File: config.mk
export PLATFORM = sky130hd
export DESIGN_NAME = id_stage_reg
export DESIGN_NICKNAME = d
export VERILOG_FILES = /design/src/rtl/id_stage_reg.sv
export SDC_FILE = /design/constraint.sdc
export NUM_CORES = 1
export LEC_CHECK = 0
export ABC_AREA = 1
export ABC_CLOCK_PERIOD_IN_PS = 20900
export BUFFER_PORTS_ARGS = -buffer_cell sky130_fd_sc_hd__buf_2
export CAP_MARGIN = 30
export CORE_AREA = 2 2 131 133
export DETAILED_ROUTE_END_ITERATION = 10
export DIE_AREA = 0 0 133 135
export HOLD_SLACK_MARGIN = 0.08
export PLACE_DENSITY = 0.75
export SYNTH_ARGS = -nofsm -noshare
export SYNTH_HDL_FRONTEND = slang
export SYNTH_SLANG_ARGS = --single-unit
export TNS_END_PERCENT = 5
File: constraint.sdc
create_clock -name clk -period 20.9 [get_ports clk]
set_input_delay 6.27 -clock clk [delete_from_list [all_inputs] [get_ports clk]]
set_output_delay 6.27 -clock clk [all_outputs]
set_load 0.1 [all_outputs]
File: src/rtl/id_stage_reg.sv
// ID/EX pipeline register: one-cycle capture of decode fields with flush/freeze control,
// saturating bubble counter and a sticky illegal-control flag.
module id_stage_reg #(
    parameter int WORD = 32
) (
    input  logic            clk,
    input  logic            rst,
    input  logic            flush,
    input  logic            freeze,
    input  logic            valid_in,
    input  logic [3:0]      exec_cmd_in,
    input  logic            mem_read_in,
    input  logic            mem_write_in,
    input  logic            wb_en_in,
    input  logic            branch_in,
    input  logic            s_in,
    input  logic [WORD-1:0] pc_in,
    input  logic [WORD-1:0] val_rn_in,
    input  logic [WORD-1:0] val_rm_in,
    input  logic            imm_in,
    input  logic [11:0]     shift_operand_in,
    input  logic [23:0]     signed_imm24_in,
    input  logic [3:0]      dest_in,
    input  logic [3:0]      src1_in,
    input  logic [3:0]      src2_in,
    input  logic [3:0]      status_in,
    output logic [3:0]      exec_cmd_out,
    output logic            mem_read_out,
    output logic            mem_write_out,
    output logic            wb_en_out,
    output logic            branch_out,
    output logic            s_out,
    output logic [WORD-1:0] pc_out,
    output logic [WORD-1:0] val_rn_out,
    output logic [WORD-1:0] val_rm_out,
    output logic            imm_out,
    output logic [11:0]     shift_operand_out,
    output logic [23:0]     signed_imm24_out,
    output logic [3:0]      dest_out,
    output logic [3:0]      src1_out,
    output logic [3:0]      src2_out,
    output logic [3:0]      status_out,
    output logic            valid_out,
    output logic [15:0]     bubble_cnt,
    output logic            ctrl_err
);

    localparam int FW = 4 + 5 + 3 * WORD + 1 + 12 + 24 + 4 * 4;

    logic [FW-1:0] w_fields_in;
    logic          w_bubble;
    logic          w_capture;

    logic [FW-1:0] r_fields;
    logic          r_valid;
    logic [15:0]   r_bubble_cnt;
    logic          r_ctrl_err;

    // status rides with exec_cmd/s so the EX carry matches the issuing cycle
    assign w_fields_in = {exec_cmd_in, mem_read_in, mem_write_in, wb_en_in, branch_in, s_in,
                          pc_in, val_rn_in, val_rm_in, imm_in, shift_operand_in,
                          signed_imm24_in, dest_in, src1_in, src2_in, status_in};

    assign w_bubble  = flush | (~freeze & ~valid_in);
    assign w_capture = ~flush & ~freeze & valid_in;

    always_ff @(posedge clk or posedge rst) begin
        if (rst) begin
            r_fields     <= '0;
            r_valid      <= 1'b0;
            r_bubble_cnt <= 16'h0000;
            r_ctrl_err   <= 1'b0;
        end else if (w_bubble) begin
            r_fields <= '0;
            r_valid  <= 1'b0;
            if (r_bubble_cnt != 16'hFFFF) begin
                r_bubble_cnt <= r_bubble_cnt + 16'd1;
            end
        end else if (w_capture) begin
            r_fields <= w_fields_in;
            r_valid  <= 1'b1;
            if (mem_read_in && mem_write_in) begin
                r_ctrl_err <= 1'b1;
            end
        end
    end

    assign {exec_cmd_out, mem_read_out, mem_write_out, wb_en_out, branch_out, s_out,
            pc_out, val_rn_out, val_rm_out, imm_out, shift_operand_out,
            signed_imm24_out, dest_out, src1_out, src2_out, status_out} = r_fields;

    assign valid_out  = r_valid;
    assign bubble_cnt = r_bubble_cnt;
    assign ctrl_err   = r_ctrl_err;

endmodule
==> results by group, run 1 <==
Floorplan
  • Top Ports: 339
  • Core Region: 16400 µm²
  • Die X: 133 µm
  • FP Rows: 47
  • Initial Utilization: 0.407
  • Die height: 135 µm
  • Die area: 18000 µm²

Critical path
  • Largest delay share family, worst path: buffers and inverters
  • Startpoint Class: input port
  • Setup Crit Path Kind: input port to flip-flop
  • Worst EP required: 21.25 ns
  • Slowest stage cell, crit path: buf_4
  • Critical R2R Capture: bubble_cnt[0]$_DFFE_PP0P_
  • Crit path cell chain: buf_2, nor2_2, nand2_1, inv_4, buf_4, a22o_1
  • Worst Path Buf+Inv: 3
  • Reg2Reg Depth: 8
  • CP max stage delay: 0.80 ns
  • Worst Path Arrival: 8.35 ns
  • R2R Path Start: bubble_cnt[0]$_DFFE_PP0P_
  • Critical path launch point: flush
  • Crit Path Max Fanout: 88
  • CP endpoint kind: flip-flop
  • R2R setup slack: 19.17 ns

Detailed routing
  • Via density: 4.97
  • DR WL met3: 1030 µm
  • Routed len/inst: 17.2 µm
  • DR WL met2: 9320 µm
  • Via count: 5335
  • Post-route ant nets: 0
  • Detailed Route WL: 18400 µm
  • Detailed Route Iter0 Violations: 235
  • Top Layer Used: met4
  • # DRC: 0
  • Met1 wire length: 7610 µm
  • TritonRoute pass-1 iters: 4

Worst hold path
  • Hold path depth: 1
  • HP Start: ctrl_err$_DFFE_PP0P_
  • Hold Path End: ctrl_err$_DFFE_PP0P_
  • Hold crit path type: flip-flop to flip-flop

STA
  • Final Skew: 0.0105 ns
  • RSZ-0062 raised after global routing: no
  • Crit path time final: 8.00 ns
  • Fmax: 0.125 GHz
  • Setup TNS: 0 ns
  • Worst rel slew slack: 0.401
  • Final Slew Violations: 0
  • Final hold viol count: 0
  • Worst-Margin Slew: 0.899 ns
  • Final period util: 0.383
  • Final setup viols: 0

Place
  • Routability congestion estimate: 0.834
  • Placed Cells: 1040
  • Post-DP Area: 8500 µm²
  • HPWL Detailed: 13000 µm
  • IO buf count: 338

Global route
  • Largest net degree at the start of global routing: 98
  • First-pass GRT wire length: 28300 µm
  • Initial antenna violation count: 1
  • Gr usage total: 0.201
  • Gr ovfl total: 0
  • Vias in the first global route: 5380

Yosys
  • Seq/Total Area, Yosys: 0.660
  • Syn. warnings: 0
  • Number of synthesized register bits: 176
  • Post-Syn Instances: 512
  • Syn avg cell area: 13.0 µm²
  • Yosys cell types: 21
  • Mapped Nets: 676
  • Mapped cell area: 6670 µm²

Power and ir drop
  • Leakage power: 5.14 nW
  • Pwr/cell area: 96.3 nW/µm²
  • Power Total: 0.000875 W
  • VDD IR-drop max: 0.0547 mV

CTS
  • Clk_lat worst skew: 0.42 ns
  • Htree depth: 4
  • Post-CTS Setup Inserts: 0
  • # clock sinks: 176
  • CTS max path bufs: 2
  • Hold-fix buffers, CTS: 0
  • Post-CTS sizing: 0
  • Root buf cell: clkbuf_16
  • Cts bufs inserted: 17
  • Clock tree from TritonCTS: done
  • Clock transition at path regs: 0.06 ns

Finish
  • Share of cells above drive strength 1: 0.459
  • Final Non-Filler Cells: 1073
  • Area added between synthesis and finish: 36.2%
  • Fin nets: 1003
  • Core Util, Final: 0.554
  • Final Instance Area: 9090 µm²

Run
  • Max-cap violations: 0

Run status
  • Status: finished clean
[layout make-up]
class	count	area (µm²)
clock inverter	12	125
sequential	176	4400
antenna	1	2.50
clock buffer	20	457
tap	220	275
inverter	13	56.3
timing repair buffer	344	1770
fill	1382	7320
multi-input combinational	287	2000
[metrics by stage]
step / hold WS, ns / setup slack, ns
3_3_place_gp: 0.459 / 12.44
3_5_place_dp: 0.461 / 12.45
2_1_floorplan: 0.980 / 9.86
4_1_cts: 0.478 / 12.89
6_report: 0.481 / 12.90
5_1_grt: 0.489 / 12.74
[worst reg2reg max path: cells and delay by family (launching register included)]
| kind | cells | cell delay, ns |
|---|---|---|
| AND/OR/NAND/NOR | 6 | 0.83 |
| flip-flops | 1 | 0.44 |
| adder cells (fa/ha/maj) | 1 | 0.30 |
| buffers and inverters | 1 | 0.09 |
[how the worst max path moves through the flow]
stage                                end  slack [ns]  cells after the start
6_report       r_fields[111]$_DFFE_PP0P_       12.90                      6
2_1_floorplan  bubble_cnt[0]$_DFFE_PP0P_        9.86                      1
3_5_place_dp        ctrl_err$_DFFE_PP0P_       12.45                      6
4_1_cts             ctrl_err$_DFFE_PP0P_       12.89                      6
3_3_place_gp        ctrl_err$_DFFE_PP0P_       12.44                      6
5_1_grt        r_fields[111]$_DFFE_PP0P_       12.74                      6
[where the power goes]
group	total (W)	internal, W	switching (W)
Combinational	0.000198	0.0000368	0.000161
Sequential	0.000369	0.000357	0.0000128
Clock	0.000308	0.000173	0.000135
[synth_stat cells]
library cell / count / area, µm²
dfrtp_1: 176 / 4400
buf_6: 2 / 22.5
inv_1: 10 / 37.5
clkbuf_1: 5 / 18.8
buf_2: 16 / 80.1
nand2_1: 87 / 327
o21ai_0: 3 / 15.0
nand4_1: 4 / 25.0
ha_1: 1 / 12.5
inv_2: 3 / 11.3
nor2_4: 4 / 45.0
xnor2_1: 4 / 35.0
a22o_1: 156 / 1370
buf_4: 13 / 97.6
nand3_1: 3 / 15.0
a31o_2: 1 / 8.76
nor2_2: 5 / 31.3
xor2_1: 4 / 35.0
o21ai_4: 1 / 16.3
nor2_1: 13 / 48.8
nand3_4: 1 / 17.5
[per-layer routing]
metal | vias to the layer above | global-route usage
met5 | - | 0
met4 | 0 | 0.0842
met3 | 32 | 0.0526
met2 | 193 | 0.330
met1 | 2609 | 0.254
li1 | 2501 | -
[cell usage in the layout, fill, tap and decap left out]
cell type   count
buf_2         338
dfrtp_1       176
a22o_1        156
nand2_1        87
clkbuf_16      17
nor2_1         13
inv_1           9
nor2_2          5
clkinvlp_4      5
nor2_4          4
nand4_1         4
xor2_1          4
xnor2_1         4
buf_4           4
o21ai_0         3
nand3_1         3
clkinv_4        3
inv_2           2
inv_6           2
clkbuf_8        2
inv_8           2
diode_2         1
inv_4           1
a31o_2          1
nand3_4         1
o21ai_4         1
ha_1            1
clkbuf_1        1
bufinv_16       1
buf_16          1
buf_12          1
[sequential cells by signal (all words and copies together) (netlist names)]
register / flops
r_fields: 158
bubble_cnt: 16
ctrl_err: 1
valid_out: 1
[kinds of logic (layout without fill, tap and decap cells)]
group | count (synthesis) | after routing | share of synthesized area
other | 0 | 1 | 0
buffers and inverters | 49 | 389 | 0.0401
adders and majority gates | 1 | 1 | 0.00188
AOI/OAI and AO/OA | 161 | 161 | 0.211
xor gates and xnor gates | 8 | 8 | 0.0105
DFF | 176 | 176 | 0.660
and+or+nand+nor | 117 | 117 | 0.0763
No activity file was read; power rests on OpenSTA's default activity.
==> inputs of run 2 (changes only) <==
--- a/config.mk
+++ b/config.mk
@@ -6,14 +6,14 @@
 export NUM_CORES = 1
 export LEC_CHECK = 0
 export ABC_AREA = 1
-export ABC_CLOCK_PERIOD_IN_PS = 20900
+export ABC_CLOCK_PERIOD_IN_PS = 8070
 export BUFFER_PORTS_ARGS = -buffer_cell sky130_fd_sc_hd__buf_2
 export CAP_MARGIN = 30
-export CORE_AREA = 2 2 131 133
+export CORE_AREA = 2 2 133 135
 export DETAILED_ROUTE_END_ITERATION = 10
-export DIE_AREA = 0 0 133 135
+export DIE_AREA = 0 0 135 137
 export HOLD_SLACK_MARGIN = 0.08
-export PLACE_DENSITY = 0.75
+export PLACE_DENSITY = 0.73
 export SYNTH_ARGS = -nofsm -noshare
 export SYNTH_HDL_FRONTEND = slang
 export SYNTH_SLANG_ARGS = --single-unit
==> constraint.sdc (replaced) <==
create_clock -name clk -period 8.07 [get_ports clk]
set_input_delay 2.421 -clock clk [delete_from_list [all_inputs] [get_ports clk]]
set_output_delay 2.421 -clock clk [all_outputs]
set_load 0.1 [all_outputs]
==> run 2 against run 1 <==
Against the previous run: routed wire length fell by 3.5%; flip-flop and latch count did not move; worst setup slack got worse by 9.0 ns; final area rose by 0.30%; sequential power rose to 2.6 times the previous value; worst hold slack barely moved; combinational power rose to 2.6 times the previous value; via count fell by 0.75%; power rose to 2.7 times the previous value; critical endpoint is now r_fields[112]$_DFFE_PP0P_.
==> results by group, run 2 (synthesis results as in run 1) <==
Detailed routing
  • TritonRoute pass-1 iters: 6 (+2)
  • Post-route ant nets: 0 (unchanged)
  • Via density: 4.91 (-1.3%)
  • Routed len/inst: 16.5 µm (-4.1%)
  • Detailed Route WL: 17800 µm (-3.5%)
  • Detailed Route Iter0 Violations: 236 (+0.43%)
  • # DRC: 0 (unchanged)
  • Via count: 5295 (-0.75%)

Worst hold path
  • Hold crit path type: flip-flop to flip-flop
  • HP Start: ctrl_err$_DFFE_PP0P_

CTS
  • Htree depth: 4 (unchanged)
  • Post-CTS Setup Inserts: 0 (unchanged)
  • Clk_lat worst skew: 0.42 ns (about the same)
  • Clock transition at path regs: 0.07 ns (about the same)
  • Root buf cell: clkbuf_16
  • CTS max path bufs: 2 (unchanged)
  • # clock sinks: 176 (unchanged)
  • Cts bufs inserted: 17 (unchanged)
  • Clock tree from TritonCTS: done
  • Hold-fix buffers, CTS: 0 (unchanged)
  • Post-CTS sizing: 0 (unchanged)

Power and ir drop
  • Pwr/cell area: 255 nW/µm² (+160%)
  • Clock network power share: 0.368 (+0.016)
  • Pint: 0.00152 W (+170%)
  • VDD IR-drop max: 0.143 mV (+160%)
  • Net switching power: 0.000803 W (+160%)
  • Seq pwr share: 0.412 (-0.010)
  • Gate power share: 0.219 (-0.007)
  • Net Sw Frac: 0.346 (-0.00721)
  • Leakage power: 5.16 nW (+0.44%)
  • Power Total: 0.00232 W (+170%)

Critical path
  • Reg2Reg Depth: 8 (unchanged)
  • CP endpoint kind: flip-flop
  • R2R Path Start: bubble_cnt[0]$_DFFE_PP0P_
  • Critical path launch point: flush
  • Worst Path Arrival: 4.52 ns (-3.83 ns)
  • R2R setup slack: 6.27 ns (-12.90 ns)
  • Worst EP required: 8.42 ns (-12.83 ns)
  • Startpoint Class: input port
  • Crit Path Max Fanout: 93 (+5.7%)
  • Setup Crit Path Kind: input port to flip-flop
  • Worst setup path end: r_fields[112]$_DFFE_PP0P_
  • Critical R2R Capture: bubble_cnt[9]$_DFFE_PP0P_

Floorplan
  • Die height: 137 µm (+1.5%)
  • Initial Utilization: 0.391 (-0.0155)
  • Top Ports: 339 (unchanged)
  • FP Rows: 48 (+2.1%)
  • Die area: 18500 µm² (+3.0%)
  • Die X: 135 µm (+1.5%)
  • Core Region: 17100 µm² (+4.0%)

STA
  • Fmax: 0.240 GHz
  • Setup TNS: 0 ns (unchanged)
  • Crit path time final: 4.17 ns
  • Worst rel slew slack: 0.377 (-0.0235)
  • WHS: 0.481 ns (-0.000206 ns)
  • Final Slew Violations: 0 (unchanged)
  • Final hold viol count: 0 (unchanged)
  • Final setup viols: 0 (unchanged)
  • Worst-Margin Slew: 0.934 ns (+0.0353 ns)
  • Final Skew: 0.00700 ns (-0.00352 ns)
  • RSZ-0062 raised after global routing: no
  • Final period util: 0.516

Finish
  • Fin nets: 1002 (-0.10%)
  • Most common cell after layout, fill and taps aside: buf_2
  • Max reg flops: 158 (unchanged)
  • # fillers: 1526 (+10%)
  • Most flop-heavy register: r_fields
  • Final Instance Area: 9110 µm² (+0.30%)
  • Area added between synthesis and finish: 36.7%
  • Commonest cells after routing, fill and taps aside: 338 x buf_2, 176 x dfrtp_1, 156 x a22o_1, 87 x nand2_1, 17 x clkbuf_16
  • Share of cells above drive strength 1: 0.458 (-0.000636)

Place
  • Routability congestion estimate: 0.785 (-5.9%)
  • IO buf count: 338 (unchanged)
  • Post-DP Area: 8490 µm² (-0.16%)
  • HPWL Detailed: 12300 µm (-5.3%)

Global route
  • Vias in the first global route: 5208 (-3.2%)
  • First-pass GRT wire length: 27100 µm (-4.2%)
  • Largest net degree at the start of global routing: 96 (-2.0%)
  • Gr ovfl total: 0 (unchanged)
  • Initial antenna violation count: 4 (+3)
  • Gr usage total: 0.189 (-0.0118)

Run
  • Max-cap violations: 0 (unchanged)

Run status
  • Status: finished clean
run 2: changes by cell type in the layout (fill, tap and decap cells not counted):
cell,before,now
bufinv_16,1,3
buf_12,1,0
inv_6,2,4
clkinv_2,0,1
clkbuf_8,2,1
diode_2,1,3
clkinvlp_4,5,1
clkinv_4,3,4
inv_8,2,1
run 2: worst max-delay path, stage by stage:
cell     delay [ns]
buf_2          0.13
nor2_2         0.17
nand2_1        0.14
inv_4          0.69
buf_4          0.69
a22o_1         0.23
run 2: worst min path at each step:
| stage | endpoint | slack, ns | depth (start not counted) |
|---|---|---|---|
| after CTS | ctrl_err$_DFFE_PP0P_ | 0.48 | 1 |
| final | ctrl_err$_DFFE_PP0P_ | 0.48 | 1 |
| after detailed placement | ctrl_err$_DFFE_PP0P_ | 0.46 | 1 |
| after floorplan | r_fields[152]$_DFFE_PP0P_ | 0.98 | 2 |
| after global placement | ctrl_err$_DFFE_PP0P_ | 0.46 | 1 |
| after global routing | ctrl_err$_DFFE_PP0P_ | 0.50 | 1 |
run 2: power groups by stage:
| stage | clock network (W) | registers [W] | logic, W |
|---|---|---|---|
| after floorplan | 0 | 0.00128 | 0.0000960 |
| after global placement | 0 | 0.000972 | 0.000507 |
| after detailed placement | 0 | 0.000971 | 0.000514 |
| after CTS | 0.000876 | 0.000957 | 0.000514 |
| after global routing | 0.000921 | 0.000963 | 0.000533 |
| final | 0.000856 | 0.000958 | 0.000509 |
run 2: cell type report:
type / count / area (µm²) / area share
Antenna cell: 3 / 7.51 / 0.000824
Clock buffer: 19 / 443 / 0.0486
Clock inverter: 13 / 175 / 0.0192
Inverter: 13 / 56.3 / 0.00618
Multi-Input combinational cell: 287 / 2000 / 0.219
Sequential cell: 176 / 4400 / 0.483
Tap cell: 225 / 282 / 0.0309
Timing Repair Buffer: 343 / 1750 / 0.192
run 2: layer usage:
layer	track usage	up-vias	part of all wire
met5	0	-	0
met4	0.0775	0	0.025
met3	0.0596	29	0.079
met2	0.302	229	0.48
met1	0.240	2513	0.41
li1	-	2524	-
run 2: per-stage QoR:
| step | setup slack [ns] | cells | util |
|---|---|---|---|
| global placement | 3.50 | 1043 | 0.496 |
| CTS | 3.91 | 1076 | 0.534 |
| floorplan | 0.875 | 512 | - |
| global route | 3.71 | 1079 | 0.534 |
| finish | 3.90 | 1079 | 0.534 |
| detailed placement | 3.46 | 1044 | 0.498 |
==> inputs of run 3 (changes only) <==
--- a/config.mk
+++ b/config.mk
@@ -5,15 +5,15 @@
 export SDC_FILE = /design/constraint.sdc
 export NUM_CORES = 1
 export LEC_CHECK = 0
-export ABC_AREA = 1
-export ABC_CLOCK_PERIOD_IN_PS = 8070
+export ABC_AREA = 0
+export ABC_CLOCK_PERIOD_IN_PS = 4200
 export BUFFER_PORTS_ARGS = -buffer_cell sky130_fd_sc_hd__buf_2
 export CAP_MARGIN = 30
 export CORE_AREA = 2 2 133 135
 export DETAILED_ROUTE_END_ITERATION = 10
 export DIE_AREA = 0 0 135 137
 export HOLD_SLACK_MARGIN = 0.08
-export PLACE_DENSITY = 0.73
+export PLACE_DENSITY = 0.71
 export SYNTH_ARGS = -nofsm -noshare
 export SYNTH_HDL_FRONTEND = slang
 export SYNTH_SLANG_ARGS = --single-unit
==> constraint.sdc (replaced) <==
create_clock -name clk -period 4.2 [get_ports clk]
set_input_delay 1.26 -clock clk [delete_from_list [all_inputs] [get_ports clk]]
set_output_delay 1.26 -clock clk [all_outputs]
set_load 0.1 [all_outputs]
==> run 3 against run 2 <==
Against the previous run: utilization down 1.6 points; worst setup slack got worse by 2.3 ns; clock skew down 0.0023 ns; clock power up 85%; highest routed layer unchanged; critical path depth down 5; critical endpoint is now bubble_cnt[4]; routed wire length shrank 4.6%; count of clock-buffer cells in the layout did not move.
==> results by group, run 3 <==
Run status
  • Status: finished clean

STA
  • Final period util: 0.624
  • Crit path time final: 2.62 ns
  • Fmax: 0.382 GHz
  • Worst rel slew slack: 0.340 (-0.0375)
  • Final Slew Violations: 0 (unchanged)
  • WHS: 0.475 ns (-0.00570 ns)
  • Worst-Margin Slew: 0.990 ns (+0.0563 ns)
  • Final hold viol count: 0 (unchanged)
  • Final setup viols: 0 (unchanged)
  • Final Skew: 0.00475 ns (-0.00225 ns)
  • RSZ-0062 raised after global routing: no
  • Setup TNS: 0 ns (unchanged)
  • Slack of the critical path: 1.58 ns (-2.32 ns)

Yosys
  • Mapped cell area: 6350 µm² (-4.8%)
  • Number of synthesized register bits: 176 (unchanged)
  • Top post-synthesis cells by count: 176 x dfrtp_1, 158 x a22o_1, 22 x clkbuf_1
  • Async SR Flop Fraction: 1.00 (unchanged)
  • Top-count cell post-synth: dfrtp_1
  • Largest cells by area after synthesis: dfrtp_1 69%, a22o_1 22%, clkbuf_1 1.3%
  • Seq/Total Area, Yosys: 0.694 (+0.0333)
  • Syn. warnings: 0 (unchanged)
  • Main synth FF type: dfrtp_1
  • Syn avg cell area: 14.8 µm² (+14%)
  • Synth top area share: 0.694 (+0.0333)
  • Yosys cell types: 30 (+43%)
  • Post-Syn Instances: 429 (-16%)
  • Post-synth top area cell: dfrtp_1
  • EDFF count, synth: 0 (unchanged)
  • Mapped Nets: 593 (-12%)

Detailed routing
  • Post-route ant nets: 0 (unchanged)
  • Detailed Route Iter0 Violations: 291 (+23%)
  • Via count: 5019 (-5.2%)
  • TritonRoute pass-1 iters: 4 (-2)
  • # DRC: 0 (unchanged)
  • Via density: 5.06 (+3.1%)
  • Routed len/inst: 17.1 µm (+3.7%)
  • Detailed Route WL: 16900 µm (-4.6%)

Finish
  • Commonest cells after routing, fill and taps aside: 338 x buf_2, 176 x dfrtp_1, 158 x a22o_1, 17 x clkbuf_16
  • Area added between synthesis and finish: 39.2%
  • Max reg flops: 158 (unchanged)
  • Core Util, Final: 0.518 (-0.0164)
  • Most flop-heavy register: r_fields
  • Fin nets: 918 (-8.4%)
  • Final Non-Filler Cells: 992 (-8.1%)
  • Most common cell after layout, fill and taps aside: buf_2
  • Share of cells above drive strength 1: 0.497 (+0.0391)

Global route
  • Met2 Resource Use GR: 0.274 (-0.0274)
  • Met3 usage: 0.0507 (-0.00889)
  • Gr busiest metal: met2
  • Initial antenna violation count: 2 (-2)
  • Largest net degree at the start of global routing: 177 (+84%)
  • First-pass GRT wire length: 25300 µm (-6.7%)
  • Gr ovfl total: 0 (unchanged)
  • Vias in the first global route: 4700 (-9.8%)
  • Gr usage total: 0.175 (-0.0143)
  • GR Util met1: 0.226 (-0.0134)

Place
  • IO buf count: 338 (unchanged)
  • Routability congestion estimate: 0.788 (+0.45%)
  • Place WS: 1.51 ns (-1.95 ns)
  • Placed Cells: 960 (-8.0%)
  • HPWL Detailed: 11300 µm (-7.9%)

Critical path
  • Worst EP required: 2.94 ns (-5.48 ns)
  • Worst Path Arrival: 1.36 ns (-3.16 ns)
  • Setup Crit Path Kind: flip-flop to output pin
  • WP depth: 1 (-5)
  • Largest delay share family, worst path: buffers and inverters
  • R2R setup slack: 2.45 ns (-3.82 ns)
  • Crit path cell chain: buf_2
  • Reg2Reg Depth: 5 (-3)
  • Startpoint Class: flip-flop
  • Slowest stage cell, crit path: buf_2
  • Crit Path Max Fanout: 6 (-94%)
  • CP endpoint kind: output pin
  • Worst Path Buf+Inv: 1 (-2)
  • CP max stage delay: 0.47 ns (-0.22 ns)

CTS
  • Cts bufs inserted: 17 (unchanged)
  • CTS max path bufs: 2 (unchanged)
  • Clock tree from TritonCTS: done
  • Htree depth: 4 (unchanged)
  • # clock sinks: 176 (unchanged)
  • Post-CTS sizing: 0 (unchanged)
  • Root buf cell: clkbuf_16
  • Post-CTS Setup Inserts: 0 (unchanged)
  • Clk_lat worst skew: 0.42 ns (about the same)
  • Hold-fix buffers, CTS: 0 (unchanged)
  • Clock transition at path regs: 0.06 ns (about the same)

Floorplan
  • Top Ports: 339 (unchanged)
  • Core Region: 17100 µm² (unchanged)
  • Initial Utilization: 0.372 (-0.0188)
  • Die height: 137 µm (unchanged)
  • Die X: 135 µm (unchanged)
  • Die area: 18500 µm² (unchanged)
  • FP Rows: 48 (unchanged)

Run
  • Max-cap violations: 0 (unchanged)

Worst hold path
  • Hold crit path type: flip-flop to flip-flop
  • Hold path depth: 1 (unchanged)

Power and ir drop
  • VDD IR-drop max: 0.299 mV (+110%)
  • Leakage power: 4.98 nW (-3.5%)
  • Pwr/cell area: 523 nW/µm² (+110%)
==> run 3: cell count changes after synthesis, sizes merged, moves of 4 or more <==
| cell | delta |
|---|---|
| o21ai | -4 |
| nand4 | +4 |
| clkbuf | +17 |
| nor2 | -18 |
| inv | -10 |
| nand2 | -84 |
| buf | -17 |
| nor3 | +4 |
==> run 3: cell type report <==
class | instances | area, µm²
multi-input combinational | 214 | 1800
timing repair buffer | 342 | 1750
antenna | 1 | 2.50
inverter | 3 | 15.0
sequential | 176 | 4400
tap | 225 | 282
clock buffer | 19 | 453
fill | 1514 | 8220
clock inverter | 12 | 134
==> run 3: stage by stage <==
| step | cell area [µm²] | power, W |
|---|---|---|
| final | 8840 | 0.00462 |
| after global routing | 8840 | 0.00480 |
| after CTS | 8830 | 0.00466 |
| after detailed placement | 8250 | 0.00308 |
| after global placement | 8250 | 0.00307 |
| after floorplan | 6350 | 0.00282 |
==> run 3: layer usage <==
metal | part of all wire | up-vias
met5 | 0 | -
li1 | - | 2294
met3 | 0.069 | 34
met4 | 0.024 | 0
met1 | 0.42 | 2478
met2 | 0.48 | 213
==> run 3: logic make-up (layout without fill, tap and decap cells) <==
kind of cell    Yosys count  after routing  share of synthesized area
compound gates          166            166                      0.227
simple gates             33             33                     0.0327
xor+xnor                 13             13                     0.0179
other cells               0              1                          0
mux                       1              1                    0.00177
buf+inv                  39            376                     0.0252
flops                   176            176                      0.694
fa+ha+maj                 1              1                    0.00197
==> run 3: worst paths after layout <==
| check | startpoint | to |
|---|---|---|
| max reg2reg | bubble_cnt[0]$_DFFE_PP0P_ | bubble_cnt[5]$_DFFE_PP0P_ |
| min | valid_out$_DFFE_PP0P_ | valid_out$_DFFE_PP0P_ |
| max | bubble_cnt[4]$_DFFE_PP0P_ | bubble_cnt[4] |
| min in group asynchronous | rst | bubble_cnt[5]$_DFFE_PP0P_ |
| max in group asynchronous | rst | r_fields[53]$_DFFE_PP0P_ |
| min reg2reg | valid_out$_DFFE_PP0P_ | valid_out$_DFFE_PP0P_ |
==> run 3: power breakdown <==
group          total [W]  leakage (nW)  switching [W]  internal, W
logic            0.00115          2.31       0.000945     0.000210
clock network    0.00158         0.286       0.000669     0.000909
registers        0.00189          2.38      0.0000935      0.00179
total            0.00462          4.98        0.00171      0.00291
